**src/rtl/suma_resta_seg_if.sv**
```systemverilog
// Handshake and data bundle of the pipelined add/subtract unit.
// The master side presents operations and consumes results; the slave side is the unit.
interface suma_resta_seg_if #(
  parameter int N = 32
);
  logic         in_valid;
  logic         in_ready;
  logic [2:0]   op;
  logic [N-1:0] a;
  logic [N-1:0] b;
  logic         set_flags;
  logic         out_valid;
  logic         out_ready;
  logic [N-1:0] c;
  logic [3:0]   banderas;
  logic [3:0]   flags_reg;

  modport master (
    output in_valid, op, a, b, set_flags, out_ready,
    input  in_ready, out_valid, c, banderas, flags_reg
  );

  modport slave (
    input  in_valid, op, a, b, set_flags, out_ready,
    output in_ready, out_valid, c, banderas, flags_reg
  );
endinterface

```
**src/rtl/suma_resta_seg.sv**
```systemverilog
// Two-stage add/subtract unit with NZCV flags and an architectural flag register.
// S1 holds the operands, S2 the result; both stages use valid/ready flow control.
module suma_resta_seg #(
  parameter int N = 32
) (
  input  logic                  clk,
  input  logic                  rst_n,
  suma_resta_seg_if.slave       bus
);

  typedef enum logic [2:0] {
    OP_ADD  = 3'b000,
    OP_ADC  = 3'b001,
    OP_SUB  = 3'b010,
    OP_SBC  = 3'b011,
    OP_CMP  = 3'b100,
    OP_CMN  = 3'b101,
    OP_RSB  = 3'b110,
    OP_PASS = 3'b111
  } op_e;

  // Result and NZCV of x + y + cin; carry is the bit beyond N, V is signed overflow.
  function automatic logic [N+3:0] add_nzcv(input logic [N-1:0] x,
                                             input logic [N-1:0] y,
                                             input logic         cin);
    logic [N:0] sum;
    logic       v;
    sum = {1'b0, x} + {1'b0, y} + {{N{1'b0}}, cin};
    v   = (x[N-1] == y[N-1]) && (sum[N-1] != x[N-1]);
    return {sum[N-1:0], sum[N-1], (sum[N-1:0] == {N{1'b0}}), sum[N], v};
  endfunction

  logic         s1_valid_r;
  op_e          s1_op_r;
  logic [N-1:0] s1_a_r;
  logic [N-1:0] s1_b_r;
  logic         s1_set_r;
  logic         s2_valid_r;
  logic [N-1:0] c_r;
  logic [3:0]   banderas_r;
  logic [3:0]   flags_r;

  logic         s2_pop_s;
  logic         s1_adv_s;
  logic         in_ready_s;
  logic         in_push_s;
  logic [N-1:0] x_s;
  logic [N-1:0] y_s;
  logic         cin_s;
  logic [N+3:0] res_s;
  logic [N-1:0] c_nxt_s;
  logic [3:0]   ban_nxt_s;
  logic         upd_s;

  assign s2_pop_s   = s2_valid_r && bus.out_ready;
  assign s1_adv_s   = s1_valid_r && (!s2_valid_r || s2_pop_s);
  assign in_ready_s = !s1_valid_r || s1_adv_s;
  assign in_push_s  = bus.in_valid && in_ready_s;

  // Adder operand selection, result/flag formation and flag-register update enable.
  always_comb begin
    x_s   = s1_a_r;
    y_s   = s1_b_r;
    cin_s = 1'b0;
    case (s1_op_r)
      OP_ADD, OP_CMN: begin x_s = s1_a_r; y_s = s1_b_r;  cin_s = 1'b0;       end
      OP_ADC:         begin x_s = s1_a_r; y_s = s1_b_r;  cin_s = flags_r[1]; end
      OP_SUB, OP_CMP: begin x_s = s1_a_r; y_s = ~s1_b_r; cin_s = 1'b1;       end
      OP_SBC:         begin x_s = s1_a_r; y_s = ~s1_b_r; cin_s = flags_r[1]; end
      OP_RSB:         begin x_s = s1_b_r; y_s = ~s1_a_r; cin_s = 1'b1;       end
      default:        begin x_s = s1_a_r; y_s = s1_b_r;  cin_s = 1'b0;       end
    endcase
    res_s = add_nzcv(x_s, y_s, cin_s);
    if (s1_op_r == OP_PASS) begin
      c_nxt_s   = s1_a_r;
      ban_nxt_s = 4'b0000;
      upd_s     = 1'b0;
    end else begin
      c_nxt_s   = res_s[N+3:4];
      ban_nxt_s = res_s[3:0];
      upd_s     = s1_set_r || (s1_op_r == OP_CMP) || (s1_op_r == OP_CMN);
    end
  end

  // Operand stage: fills on input handshake, drains when S2 can take it.
  always_ff @(posedge clk or negedge rst_n) begin
    if (!rst_n) begin
      s1_valid_r <= 1'b0;
      s1_op_r    <= OP_ADD;
      s1_a_r     <= {N{1'b0}};
      s1_b_r     <= {N{1'b0}};
      s1_set_r   <= 1'b0;
    end else if (in_push_s) begin
      s1_valid_r <= 1'b1;
      s1_op_r    <= op_e'(bus.op);
      s1_a_r     <= bus.a;
      s1_b_r     <= bus.b;
      s1_set_r   <= bus.set_flags;
    end else if (s1_adv_s) begin
      s1_valid_r <= 1'b0;
    end
  end

  // Result stage and flag register; flags commit in program order as ops enter S2.
  always_ff @(posedge clk or negedge rst_n) begin
    if (!rst_n) begin
      s2_valid_r <= 1'b0;
      c_r        <= {N{1'b0}};
      banderas_r <= 4'b0000;
      flags_r    <= 4'b0000;
    end else if (s1_adv_s) begin
      s2_valid_r <= 1'b1;
      c_r        <= c_nxt_s;
      banderas_r <= ban_nxt_s;
      if (upd_s) begin
        flags_r <= ban_nxt_s;
      end
    end else if (s2_pop_s) begin
      s2_valid_r <= 1'b0;
    end
  end

  assign bus.in_ready  = in_ready_s;
  assign bus.out_valid = s2_valid_r;
  assign bus.c         = c_r;
  assign bus.banderas  = banderas_r;
  assign bus.flags_reg = flags_r;

endmodule

```
**src/flat_wrapper.sv**
```systemverilog
// flat-port wrapper written by rule: the top's interface ports become plain ports
module suma_resta_seg_flat 
#(
  parameter int N = 32
)
  (clk, rst_n, bus_in_valid, bus_op, bus_a, bus_b, bus_set_flags, bus_out_ready, bus_in_ready, bus_out_valid, bus_c, bus_banderas, bus_flags_reg);
  suma_resta_seg_if #(.N(N)) bus_i ();
  input  logic clk;
  input  logic rst_n;
  input wire logic [$bits(bus_i.in_valid)-1:0] bus_in_valid;
  input wire logic [$bits(bus_i.op)-1:0] bus_op;
  input wire logic [$bits(bus_i.a)-1:0] bus_a;
  input wire logic [$bits(bus_i.b)-1:0] bus_b;
  input wire logic [$bits(bus_i.set_flags)-1:0] bus_set_flags;
  input wire logic [$bits(bus_i.out_ready)-1:0] bus_out_ready;
  output wire logic [$bits(bus_i.in_ready)-1:0] bus_in_ready;
  output wire logic [$bits(bus_i.out_valid)-1:0] bus_out_valid;
  output wire logic [$bits(bus_i.c)-1:0] bus_c;
  output wire logic [$bits(bus_i.banderas)-1:0] bus_banderas;
  output wire logic [$bits(bus_i.flags_reg)-1:0] bus_flags_reg;
  assign bus_i.in_valid = bus_in_valid;
  assign bus_i.op = bus_op;
  assign bus_i.a = bus_a;
  assign bus_i.b = bus_b;
  assign bus_i.set_flags = bus_set_flags;
  assign bus_i.out_ready = bus_out_ready;
  assign bus_in_ready = bus_i.in_ready;
  assign bus_out_valid = bus_i.out_valid;
  assign bus_c = bus_i.c;
  assign bus_banderas = bus_i.banderas;
  assign bus_flags_reg = bus_i.flags_reg;
  suma_resta_seg #(.N(N)) u_core (.clk(clk), .rst_n(rst_n), .bus(bus_i));
endmodule
```
**config.mk**
```make
export PLATFORM = sky130hd
export DESIGN_NAME = suma_resta_seg_flat
export DESIGN_NICKNAME = d
export VERILOG_FILES = /design/src/rtl/suma_resta_seg_if.sv /design/src/rtl/suma_resta_seg.sv /design/src/flat_wrapper.sv
export SDC_FILE = /design/constraint.sdc
export NUM_CORES = 1
export LEC_CHECK = 0
export BUFFER_PORTS_ARGS = -buffer_cell sky130_fd_sc_hd__buf_4
export CORE_UTILIZATION = 37
export DETAILED_ROUTE_END_ITERATION = 12
export GPL_ROUTABILITY_DRIVEN = 0
export GPL_TIMING_DRIVEN = 0
export RECOVER_POWER = 25
export SYNTH_ARGS = -nofsm -noshare
export SYNTH_HDL_FRONTEND = slang
export SYNTH_SLANG_ARGS = --single-unit
```
**constraint.sdc**
```tcl
create_clock -name clk -period 4.2 [get_ports clk]
set_input_delay 0.84 -clock clk [delete_from_list [all_inputs] [get_ports clk]]
set_output_delay 0.84 -clock clk [all_outputs]
set_load 0.05 [all_outputs]
```
==> impl_metrics.yaml <==
run_status:
  status: "complete, but fails checks"
  violations: "capacitance limit, slew limit"
drt:
  first_iter_violations: 546
  wl_met2_um: 10600
  wl_met3_um: 1750
  drcViolationCount: 0
  wl_per_cell_um: 18.6
  firstDrtPassIters: 5
  wl_met1_um: 11900
  vias: 7455
  route.detailed.vias_per_inst: 5.62
  routed.top_layer: "met4"
  drt.antenna.violating_nets: 0
  routed_wl_um: 24700
sta:
  relSlewSlack: -0.876
  slew_viol_final: 55
  fmax_mhz: 241
  clock-skew-final_ps: 4.22
  rsz0062_at_grt: "true"
  tns_ps: 0
  hold_violations: 0
  hold_ws_ps: 482
  fin_ws_ps: 46.1
  timing.final.crit_share: 0.989
  fin_crit_ps: 4150
  tightest_slew_ps: 2810
  setup_viol: 0
floorplan:
  die_w_um: 149
  core_mm2: 0.0211
  die-area_mm2: 0.0222
  io_pins: 114
  num_rows: 53
  initial_core_util: 0.378
  die_h_um: 149
critical_path:
  crit_path_max_incr_delay_ps: 480
  rr_startpoint: "u_core.s1_op_r[0]"
  slowest_stage: "or4b_1"
  startpoint_type: "flip-flop"
  end_kind: "flip-flop"
  startpoint: "u_core.s1_op_r[0]"
  path_class: "reg2reg"
  r2r-end: "u_core.bus.flags_reg[2]"
  worstRegToRegCells: 16
  cp_cell_sequence: "buf_4 -> clkbuf_8 -> o31ai_4 -> fa_2 -> inv_2 -> fa_2 -> a21o_1 -> a221o_2 -> buf_4 -> a22oi_4 -> a31oi_4 -> a311o_1 -> a21oi_2 -> xnor2_2 -> or4b_1 -> o21ai_1"
  cp.required_ps: 4490
  endpoint: "u_core.bus.flags_reg[2]"
  r2r_slack_ps: 50
  critical_path.max_fanout: 10
  arrival_ps: 4440
cells_and_area:
  final_cell_area_mm2: 0.00991
  drive_gt1_frac: 0.320
  layout_common_cells: "buf_4 (138), a21oi_1 (109), dfrtp_1 (107)"
  areaGrowthSynthToFinish_pct: 24.2
  final_common_cell: "buf_4"
  instances_no_fill: 1327
  diodes: 0
  final.fill_count: 2102
  nNetsFinal: 1152
  final_core_util: 0.470
yosys:
  synth_area_mm2: 0.00798
  synthCells: 907
  async_reset_ff_frac: 1.00
  syn-num-nets: 1012
  ys_dominant_reg_cell: "dfrtp_1"
  synth.distinct_cells: 62
  synth_edf_count: 0
  postSynthRegisterBits: 110
  ys_seq_area_frac: 0.345
  syn_avg_cell_area_um2: 8.80
  yosysWarningCount: 0
place:
  placedCellCount: 1295
  dp_hpwl_um: 19100
  port-buffer-count: 113
  placed_area_mm2: 0.00919
  post-place-ws_ps: -965
worst_hold_path:
  hold_depth: 2
  hold_class: "reg2reg"
global_routing:
  grt_pass1_wl_um: 38400
  overflow: 0
  grtUsageTotal: 0.225
  grt_pass1_vias: 7055
  grt_max_degree: 111
  grt_antenna_before_repair: 0
power:
  ir_worst_vdd_uv: 202
  p_per_area_mw_per_mm2: 676
  total_power_mw: 6.70
  p_leak_nw: 4.20
cts:
  clock_sink_count: 110
  clock_latency_ps: 360
  cts_buffers: 9
  clock_path_buffers: 2
  path_clk_slew_ps: 70
  h-tree-depth: 3
  cts_tree: "done"
  hold_buffers: 0
  cts-root-buf: "clkbuf_16"
flow_run:
  cap_viol_max_count: 1
==> layout make-up <==
type	instances	area [um^2]	area share
well taps	275	344	0.0347
clock inverters	3	17.5	0.00177
repair buffers	137	1020	0.103
multi-input cells	722	5150	0.520
plain buffers	54	294	0.0297
clock buffers	13	270	0.0273
flip-flops and latches	110	2760	0.278
inverters	13	48.8	0.00492
==> how the worst min path moves through the flow <==
stage                     slack [ps]               end             start
final                            480   u_core.bus.c[0]   u_core.bus.c[0]
after global routing             520  u_core.bus.c[26]  u_core.bus.c[26]
after CTS                        490   u_core.bus.c[0]   u_core.bus.c[0]
after detailed placement         470   u_core.bus.c[0]   u_core.bus.c[0]
after global placement           470  u_core.bus.c[10]  u_core.bus.c[10]
after floorplan                  480   u_core.s1_set_r   u_core.s1_set_r
==> critical path, delay by kind of cell, from the launching register on <==
| family | cells | cell delay (ps) |
|---|---|---|
| compound gates | 8 | 1870 |
| buf+inv | 4 | 600 |
| fa+ha+maj | 2 | 580 |
| simple gates | 1 | 480 |
| flops | 1 | 440 |
| xor+xnor | 1 | 110 |
==> per-layer routing <==
| metal | vias up | track usage |
|---|---|---|
| met5 | - | 0 |
| met4 | 0 | 0.0827 |
| met3 | 32 | 0.0287 |
| met2 | 293 | 0.326 |
| met1 | 3551 | 0.338 |
| li1 | 3579 | - |
==> report_power, final <==
group | switching, mW | leakage (nW) | total, mW | internal (mW)
clock network | 0.384 | 0.142 | 0.834 | 0.450
registers | 0.269 | 1.31 | 1.61 | 1.34
logic | 2.66 | 2.75 | 4.26 | 1.60
total | 3.31 | 4.20 | 6.70 | 3.39
==> synth_stat cells, types with 4 or more instances <==
cell type / instances / area share
clkbuf_1: 49 / 0.023
and2_1: 4 / 0.0031
xor2_1: 10 / 0.011
ha_1: 31 / 0.049
buf_1: 11 / 0.0052
o31ai_1: 6 / 0.0056
nor2b_1: 36 / 0.028
a21oi_1: 120 / 0.075
nand3_1: 15 / 0.0094
nand2_1: 73 / 0.034
a211oi_1: 37 / 0.035
inv_1: 13 / 0.0061
and3_1: 4 / 0.0031
dfrtp_1: 110 / 0.35
o21ai_0: 57 / 0.036
nand4_1: 9 / 0.0071
nor3_1: 41 / 0.026
o211ai_1: 5 / 0.0047
nand2b_1: 8 / 0.0063
mux2_2: 104 / 0.15
a21o_1: 5 / 0.0047
nor2_1: 70 / 0.033
mux2i_1: 18 / 0.023
xnor2_1: 13 / 0.014
==> cells by family (layout without fill, tap and decap cells) <==
kind of cell,Yosys count,count (layout),synth area share
multiplexers,122,122,0.169
XOR/XNOR,23,23,0.0253
AND/OR/NAND/NOR,278,278,0.168
AO/OA/AOI/OAI,266,266,0.203
buffers and inverters,75,220,0.0356
flip-flops,110,110,0.345
adder cells (fa/ha/maj),33,33,0.0536
==> what timing repair did <==
item | CTS | global route
endpoints found under the setup margin | 27 | 10
pin swaps | 17 | 18
buffers inserted | 15 | 8
resized for setup | 47 | 66
Note: power is estimated with default switching activity, not from simulation.
